### config.mk
export PLATFORM = sky130hd
export DESIGN_NAME = regbank_mp
export DESIGN_NICKNAME = d
export VERILOG_FILES = /design/src/rtl/regbank_mp.sv
export SDC_FILE = /design/constraint.sdc
export NUM_CORES = 1
export LEC_CHECK = 0
export CELL_PAD_IN_SITES_DETAIL_PLACEMENT = 1
export CELL_PAD_IN_SITES_GLOBAL_PLACEMENT = 1
export CORE_ASPECT_RATIO = 1.2
export CORE_UTILIZATION = 40
export CTS_CLUSTER_DIAMETER = 40
export DETAILED_ROUTE_END_ITERATION = 10
export PLACE_DENSITY = 0.79
export SLEW_MARGIN = 5
export SYNTH_ARGS = -nofsm -noshare
export SYNTH_HDL_FRONTEND = slang
export SYNTH_SLANG_ARGS = --single-unit
### constraint.sdc
create_clock -name clk -period 3.76 [get_ports clk]
set_input_delay 0.752 -clock clk [delete_from_list [all_inputs] [get_ports clk]]
set_output_delay 0.752 -clock clk [all_outputs]
set_load 0.01 [all_outputs]
### src/rtl/regbank_mp.sv
// Single-write, dual-read register bank with memory-mapped I/O ports, working
// register (WR), auxiliary register (AUX) and a WR<->memory transfer FSM.
module regbank_mp #(
  parameter int DATA_W  = 16,
  parameter int NREGS   = 36,
  parameter int ADDR_W  = 6,
  parameter int WR_IDX  = 34,
  parameter int AUX_IDX = 35,
  parameter int PO_BASE = 30,
  parameter int N_PO    = 2,
  parameter int PI_BASE = 28,
  parameter int N_PI    = 2
) (
  input  logic                     clk,
  input  logic                     rst_n,
  input  logic [ADDR_W-1:0]        busC,
  input  logic [DATA_W-1:0]        dataC,
  input  logic                     regWrite,
  input  logic [ADDR_W-1:0]        busA,
  input  logic [ADDR_W-1:0]        busB,
  input  logic                     regRead,
  input  logic [1:0]               MC,
  output logic                     mem_req,
  output logic                     mem_we,
  output logic [DATA_W-1:0]        mem_wdata,
  input  logic [DATA_W-1:0]        mem_rdata,
  input  logic                     mem_ack,
  output logic                     busy,
  output logic                     mc_err,
  input  logic [N_PI*DATA_W-1:0]   PI,
  output logic [DATA_W-1:0]        A,
  output logic [DATA_W-1:0]        B,
  output logic [DATA_W-1:0]        WRcurrent,
  output logic [DATA_W-1:0]        AUXreg,
  output logic [N_PO*DATA_W-1:0]   PO
);

  localparam logic [1:0] S_IDLE  = 2'd0;
  localparam logic [1:0] S_STORE = 2'd1;
  localparam logic [1:0] S_LOAD  = 2'd2;

  localparam logic [ADDR_W:0]   NREGS_W = (ADDR_W+1)'(NREGS);
  localparam logic [ADDR_W:0]   PI_LO   = (ADDR_W+1)'(PI_BASE);
  localparam logic [ADDR_W:0]   PI_HI   = (ADDR_W+1)'(PI_BASE + N_PI);
  localparam logic [ADDR_W-1:0] WR_SEL  = ADDR_W'(WR_IDX);

  logic [DATA_W-1:0] regs [NREGS];
  logic [1:0]        state;
  logic              load_done;
  logic              write_legal;
  logic [DATA_W-1:0] a_val, b_val, wr_val;

  assign load_done = (state == S_LOAD) && mem_ack;

  // A write to WR colliding with a load completion is dropped: memory data wins.
  assign write_legal = regWrite
                    && ({1'b0, busC} < NREGS_W)
                    && !(({1'b0, busC} >= PI_LO) && ({1'b0, busC} < PI_HI))
                    && !(load_done && busC == WR_SEL);

  // Read values resolve newest-first: legal write, then load completion, then storage.
  always_comb begin
    a_val = '0;
    if ({1'b0, busA} < NREGS_W) a_val = regs[busA];
    if (load_done && busA == WR_SEL) a_val = mem_rdata;
    if (write_legal && busC == busA) a_val = dataC;
  end

  always_comb begin
    b_val = '0;
    if ({1'b0, busB} < NREGS_W) b_val = regs[busB];
    if (load_done && busB == WR_SEL) b_val = mem_rdata;
    if (write_legal && busC == busB) b_val = dataC;
  end

  always_comb begin
    wr_val = regs[WR_IDX];
    if (write_legal && busC == WR_SEL) wr_val = dataC;
  end

  always_ff @(posedge clk or negedge rst_n) begin
    if (!rst_n) begin
      for (int i = 0; i < NREGS; i++) regs[i] <= '0;
    end else begin
      for (int k = 0; k < N_PI; k++) regs[PI_BASE+k] <= PI[k*DATA_W +: DATA_W];
      if (load_done) regs[WR_IDX] <= mem_rdata;
      if (write_legal) regs[busC] <= dataC;
    end
  end

  always_ff @(posedge clk or negedge rst_n) begin
    if (!rst_n) begin
      A <= '0;
      B <= '0;
    end else if (regRead) begin
      A <= a_val;
      B <= b_val;
    end
  end

  // Handshake: mem_req rises the cycle after MC is accepted and stays high with
  // mem_we/mem_wdata stable until the cycle mem_ack is sampled high; the
  // transfer completes on that edge. mem_ack outside a transfer is ignored.
  always_ff @(posedge clk or negedge rst_n) begin
    if (!rst_n) begin
      state     <= S_IDLE;
      mem_wdata <= '0;
      mc_err    <= 1'b0;
    end else begin
      case (state)
        S_IDLE: begin
          if (MC[0]) begin
            state     <= S_STORE;
            mem_wdata <= wr_val;
            if (MC[1]) mc_err <= 1'b1;
          end else if (MC[1]) begin
            state <= S_LOAD;
          end
        end
        S_STORE, S_LOAD: if (mem_ack) state <= S_IDLE;
        default: state <= S_IDLE;
      endcase
    end
  end

  assign mem_req   = (state != S_IDLE);
  assign busy      = (state != S_IDLE);
  assign mem_we    = (state == S_STORE);
  assign WRcurrent = regs[WR_IDX];
  assign AUXreg    = regs[AUX_IDX];

  for (genvar k = 0; k < N_PO; k++) begin : g_po
    assign PO[k*DATA_W +: DATA_W] = regs[PO_BASE+k];
  end

endmodule

==> run_summary.xml <==
<?xml version="1.0" encoding="UTF-8"?>
<metrics>
  <group name="floorplanning">
    <metric name="initial_core_util" unit="%">40.5</metric>
    <metric name="die_area" unit="um2">87500</metric>
    <metric name="die_width" unit="um">270</metric>
    <metric name="die_y" unit="um">324</metric>
    <metric name="design.core.area" unit="um2">85200</metric>
    <metric name="num_rows" unit="">117</metric>
    <metric name="io-pin-count" unit="">205</metric>
  </group>
  <group name="grt">
    <metric name="gr-usage-all-layers" unit="%">29.7</metric>
    <metric name="grt_pass1_vias" unit="">27600</metric>
    <metric name="grt_most_used_layer" unit="">met2</metric>
    <metric name="first_pass_grt_wire_length" unit="mm">191</metric>
    <metric name="grt_start_max_net_pins" unit="">109</metric>
    <metric name="grt.met2_usage" unit="%">48.6</metric>
    <metric name="remaining_global_route_overflow" unit="">0</metric>
    <metric name="globalRouteMet1Util" unit="%">34.1</metric>
    <metric name="met3_usage" unit="%">6.01</metric>
    <metric name="grt_antenna_before_repair" unit="">5</metric>
  </group>
  <group name="power_and_ir_drop">
    <metric name="peakVddDrop" unit="mV">0.452</metric>
    <metric name="pwr_density_cell" unit="nW/um2">535</metric>
    <metric name="total_power" unit="mW">21.9</metric>
    <metric name="leakage" unit="nW">18.6</metric>
  </group>
  <group name="setup_path">
    <metric name="data_required_time_of_the_worst_path" unit="ns">4.36</metric>
    <metric name="timing.reg2reg.setup_slack" unit="ns">0.85</metric>
    <metric name="critical_path_buf_inv_count" unit="">2</metric>
    <metric name="reg2regPathDepth" unit="">8</metric>
    <metric name="timing.critical_path.max_delay_family" unit="">simple AND/OR/NAND/NOR gates</metric>
    <metric name="worst_path_max_delay_cell" unit="">clkdlybuf4s50_1</metric>
    <metric name="crit_arrival" unit="ns">3.66</metric>
    <metric name="crit_path_max_fanout" unit="">11</metric>
    <metric name="worst_setup_ep_type" unit="">register</metric>
    <metric name="worst_path_largest_cell_delay" unit="ns">0.81</metric>
    <metric name="criticalPathCategory" unit="">primary input to register</metric>
    <metric name="critical_path.startpoint_type" unit="">primary input</metric>
    <metric name="crit_chain" unit="">clkdlybuf4s50_1 -&gt; buf_4 -&gt; nand3b_1 -&gt; nor3_1 -&gt; a31oi_1 -&gt; o2111a_1 -&gt; o22ai_1</metric>
    <metric name="regToRegEndpoint" unit="">regs[36]$_DFFE_PN0P_</metric>
    <metric name="timing.rr.start" unit="">state[0]$_DFFE_PN0P_</metric>
  </group>
  <group name="finish">
    <metric name="multiInputGateArea" unit="um2">16800</metric>
    <metric name="count_of_non_filler_cells_in_the_finished_layout" unit="">4022</metric>
    <metric name="ff_latch_area" unit="um2">15700</metric>
    <metric name="drive_above_1_share" unit="%">35.8</metric>
    <metric name="finalNetCount" unit="">2907</metric>
    <metric name="areaGrowthSynthToFinish" unit="%">18.6</metric>
    <metric name="fillCellCount" unit="">8582</metric>
  </group>
  <group name="drt">
    <metric name="wl_per_cell" unit="um">32.4</metric>
    <metric name="drc" unit="">0</metric>
    <metric name="avgViaCountPerCell" unit="">6.26</metric>
    <metric name="route.antenna.remaining_nets" unit="">0</metric>
    <metric name="drt_iter0_markers" unit="">2315</metric>
    <metric name="detailroute.via_count" unit="">25200</metric>
    <metric name="route.final.wire_length" unit="mm">130</metric>
    <metric name="first_pass_iteration_count_of_the_detailed_router" unit="">5</metric>
  </group>
  <group name="synth">
    <metric name="synthesis.area" unit="um2">34500</metric>
    <metric name="synth_seq_cells" unit="">627</metric>
    <metric name="synth.largest_area_cell" unit="">dfrtp_1</metric>
    <metric name="synth.most_common_cell" unit="">dfrtp_1</metric>
    <metric name="synth_top_cells_by_area" unit="">dfrtp_1 (45%), mux2_2 (18%), mux2i_1 (9.8%)</metric>
    <metric name="synth_top_area_share" unit="%">45.5</metric>
    <metric name="postSynth.asyncResetShare" unit="%">100</metric>
    <metric name="syn-num-nets" unit="">2764</metric>
    <metric name="yosysSeqAreaShare" unit="%">45.5</metric>
    <metric name="ys_types" unit="">54</metric>
    <metric name="synth_area_per_cell" unit="um2">12.9</metric>
    <metric name="synth_edf_count" unit="">0</metric>
    <metric name="synthTopCellsByCount" unit="">dfrtp_1 (627), mux2_2 (537), mux2i_1 (339)</metric>
    <metric name="netlist_instances" unit="">2672</metric>
    <metric name="ys_dominant_reg_cell" unit="">dfrtp_1</metric>
    <metric name="synth_warnings" unit="">0</metric>
  </group>
  <group name="sta">
    <metric name="achievable-frequency" unit="GHz">0.327</metric>
    <metric name="slew-limit-headroom" unit="%">18.4</metric>
    <metric name="worst_pin_slew" unit="ns">1.22</metric>
    <metric name="setup-violations-final" unit="">0</metric>
    <metric name="rsz_0062_raised_after_global_routing" unit="">false</metric>
    <metric name="crit_path_time_final" unit="ns">3.06</metric>
    <metric name="maxSlewViolCount" unit="">0</metric>
    <metric name="period_share" unit="%">81.3</metric>
    <metric name="final.setup_skew" unit="ns">0.0315</metric>
    <metric name="final-hold-violation-count" unit="">0</metric>
    <metric name="layout_setup_ws" unit="ns">0.704</metric>
    <metric name="setup_tns" unit="ns">0</metric>
  </group>
  <group name="place">
    <metric name="buffer_ports.inserted" unit="">204</metric>
    <metric name="placedCellCount" unit="">3853</metric>
    <metric name="dp_hpwl" unit="mm">89.0</metric>
    <metric name="routabilityCongestion" unit="">0.949</metric>
    <metric name="dp_slack" unit="ns">0.204</metric>
  </group>
  <group name="run_status">
    <metric name="status" unit="">completed</metric>
  </group>
  <group name="clock_tree">
    <metric name="root_buffer" unit="">clkbuf_16</metric>
    <metric name="buffers_from_clock_root_to_sink_at_most" unit="">3</metric>
    <metric name="clock-sinks" unit="">627</metric>
    <metric name="tritoncts" unit="">yes</metric>
    <metric name="cts.hold.buffers_added" unit="">0</metric>
    <metric name="worstSkewPairLatency" unit="ns">0.69</metric>
    <metric name="ctsResizeCount" unit="">0</metric>
    <metric name="cts_setup_buffers" unit="">0</metric>
    <metric name="htreeDepth" unit="">3</metric>
    <metric name="clk_transition_reported_paths" unit="ns">0.06</metric>
    <metric name="cts_made_buffers" unit="">90</metric>
  </group>
  <group name="job">
    <metric name="maxCapViolations" unit="">0</metric>
  </group>
  <group name="min_path">
    <metric name="hp-class" unit="">primary input to async pin</metric>
  </group>
</metrics>
==> cells by family (layout without fill, tap and decap cells) <==
family / count (synthesis) / after routing / share of synthesized area [%]
multiplexers: 1020 / 1020 / 36.9
other: 0 / 2 / 0
adder cells (fa/ha/maj): 3 / 3 / 0.109
buffers and inverters: 370 / 588 / 5.94
AO/OA/AOI/OAI: 384 / 384 / 7.68
flip-flops: 627 / 627 / 45.5
AND/OR/NAND/NOR: 256 / 256 / 3.60
XOR/XNOR: 12 / 12 / 0.304
==> final cells by class <==
type | instances | area share (%)
multi-input cells | 1675 | 41.0
flip-flops and latches | 627 | 38.3
repair buffers | 386 | 9.09
clock buffers | 105 | 5.93
well taps | 1130 | 3.45
clock inverters | 62 | 1.86
inverters | 35 | 0.321
diodes | 2 | 0.0122
==> per-layer routing <==
layer / vias to the layer above / part of all wire [%]
li1: 10200 / -
met1: 13400 / 37
met2: 1111 / 48
met3: 403 / 6.4
met4: 6 / 8.9
met5: - / 0.031
==> metrics by stage <==
step	instance area, um2	utilization, %	hold WS, ns
finish	41000	48.1	0.0868
global placement	37800	44.3	0.447
floorplan	34500	-	0.456
CTS	41000	48.1	0.156
global route	41000	48.1	0.169
detailed placement	37800	44.3	0.481
==> worst max-delay path by stage <==
stage / startpoint / to / slack, ns / cells past startpoint
CTS: busA[4] / A[12]$_DFFE_PN0P_ / 0.88 / 7
detailed placement: busA[4] / A[12]$_DFFE_PN0P_ / 0.20 / 7
floorplan: busA[1] / A[11]$_DFFE_PN0P_ / 1.12 / 9
global placement: busA[4] / A[5]$_DFFE_PN0P_ / 0.24 / 7
global route: busA[4] / A[12]$_DFFE_PN0P_ / 0.73 / 7
finish: busA[4] / A[12]$_DFFE_PN0P_ / 0.70 / 7
==> layout by cell type, fill, tap and decap left out, drive strengths merged, types with 60 or more instances in the layout <==
cell type      netlist  layout
a22oi               81      81
mux2i              339     339
a31oi               60      60
clkdlybuf4s50        0     198
nor2                68      68
clkbuf             147     105
nand2               75      75
dfrtp              627     627
mux2               537     537
buf                185     188
mux4               144     144
a22o                64      64
==> flip-flops by register name, summed over array words and instances, names as in the netlist <==
signal     flops
mc_err         1
WRcurrent     16
regs         512
mem_wdata     16
B             16
AUXreg        16
PO            32
state          2
A             16
==> report_power, final <==
part / switching (mW) / internal (mW) / total (mW)
logic: 2.16 / 2.23 / 4.38
registers: 0.910 / 7.70 / 8.61
clock network: 3.66 / 5.25 / 8.91
(Power assumes the default switching activity.)
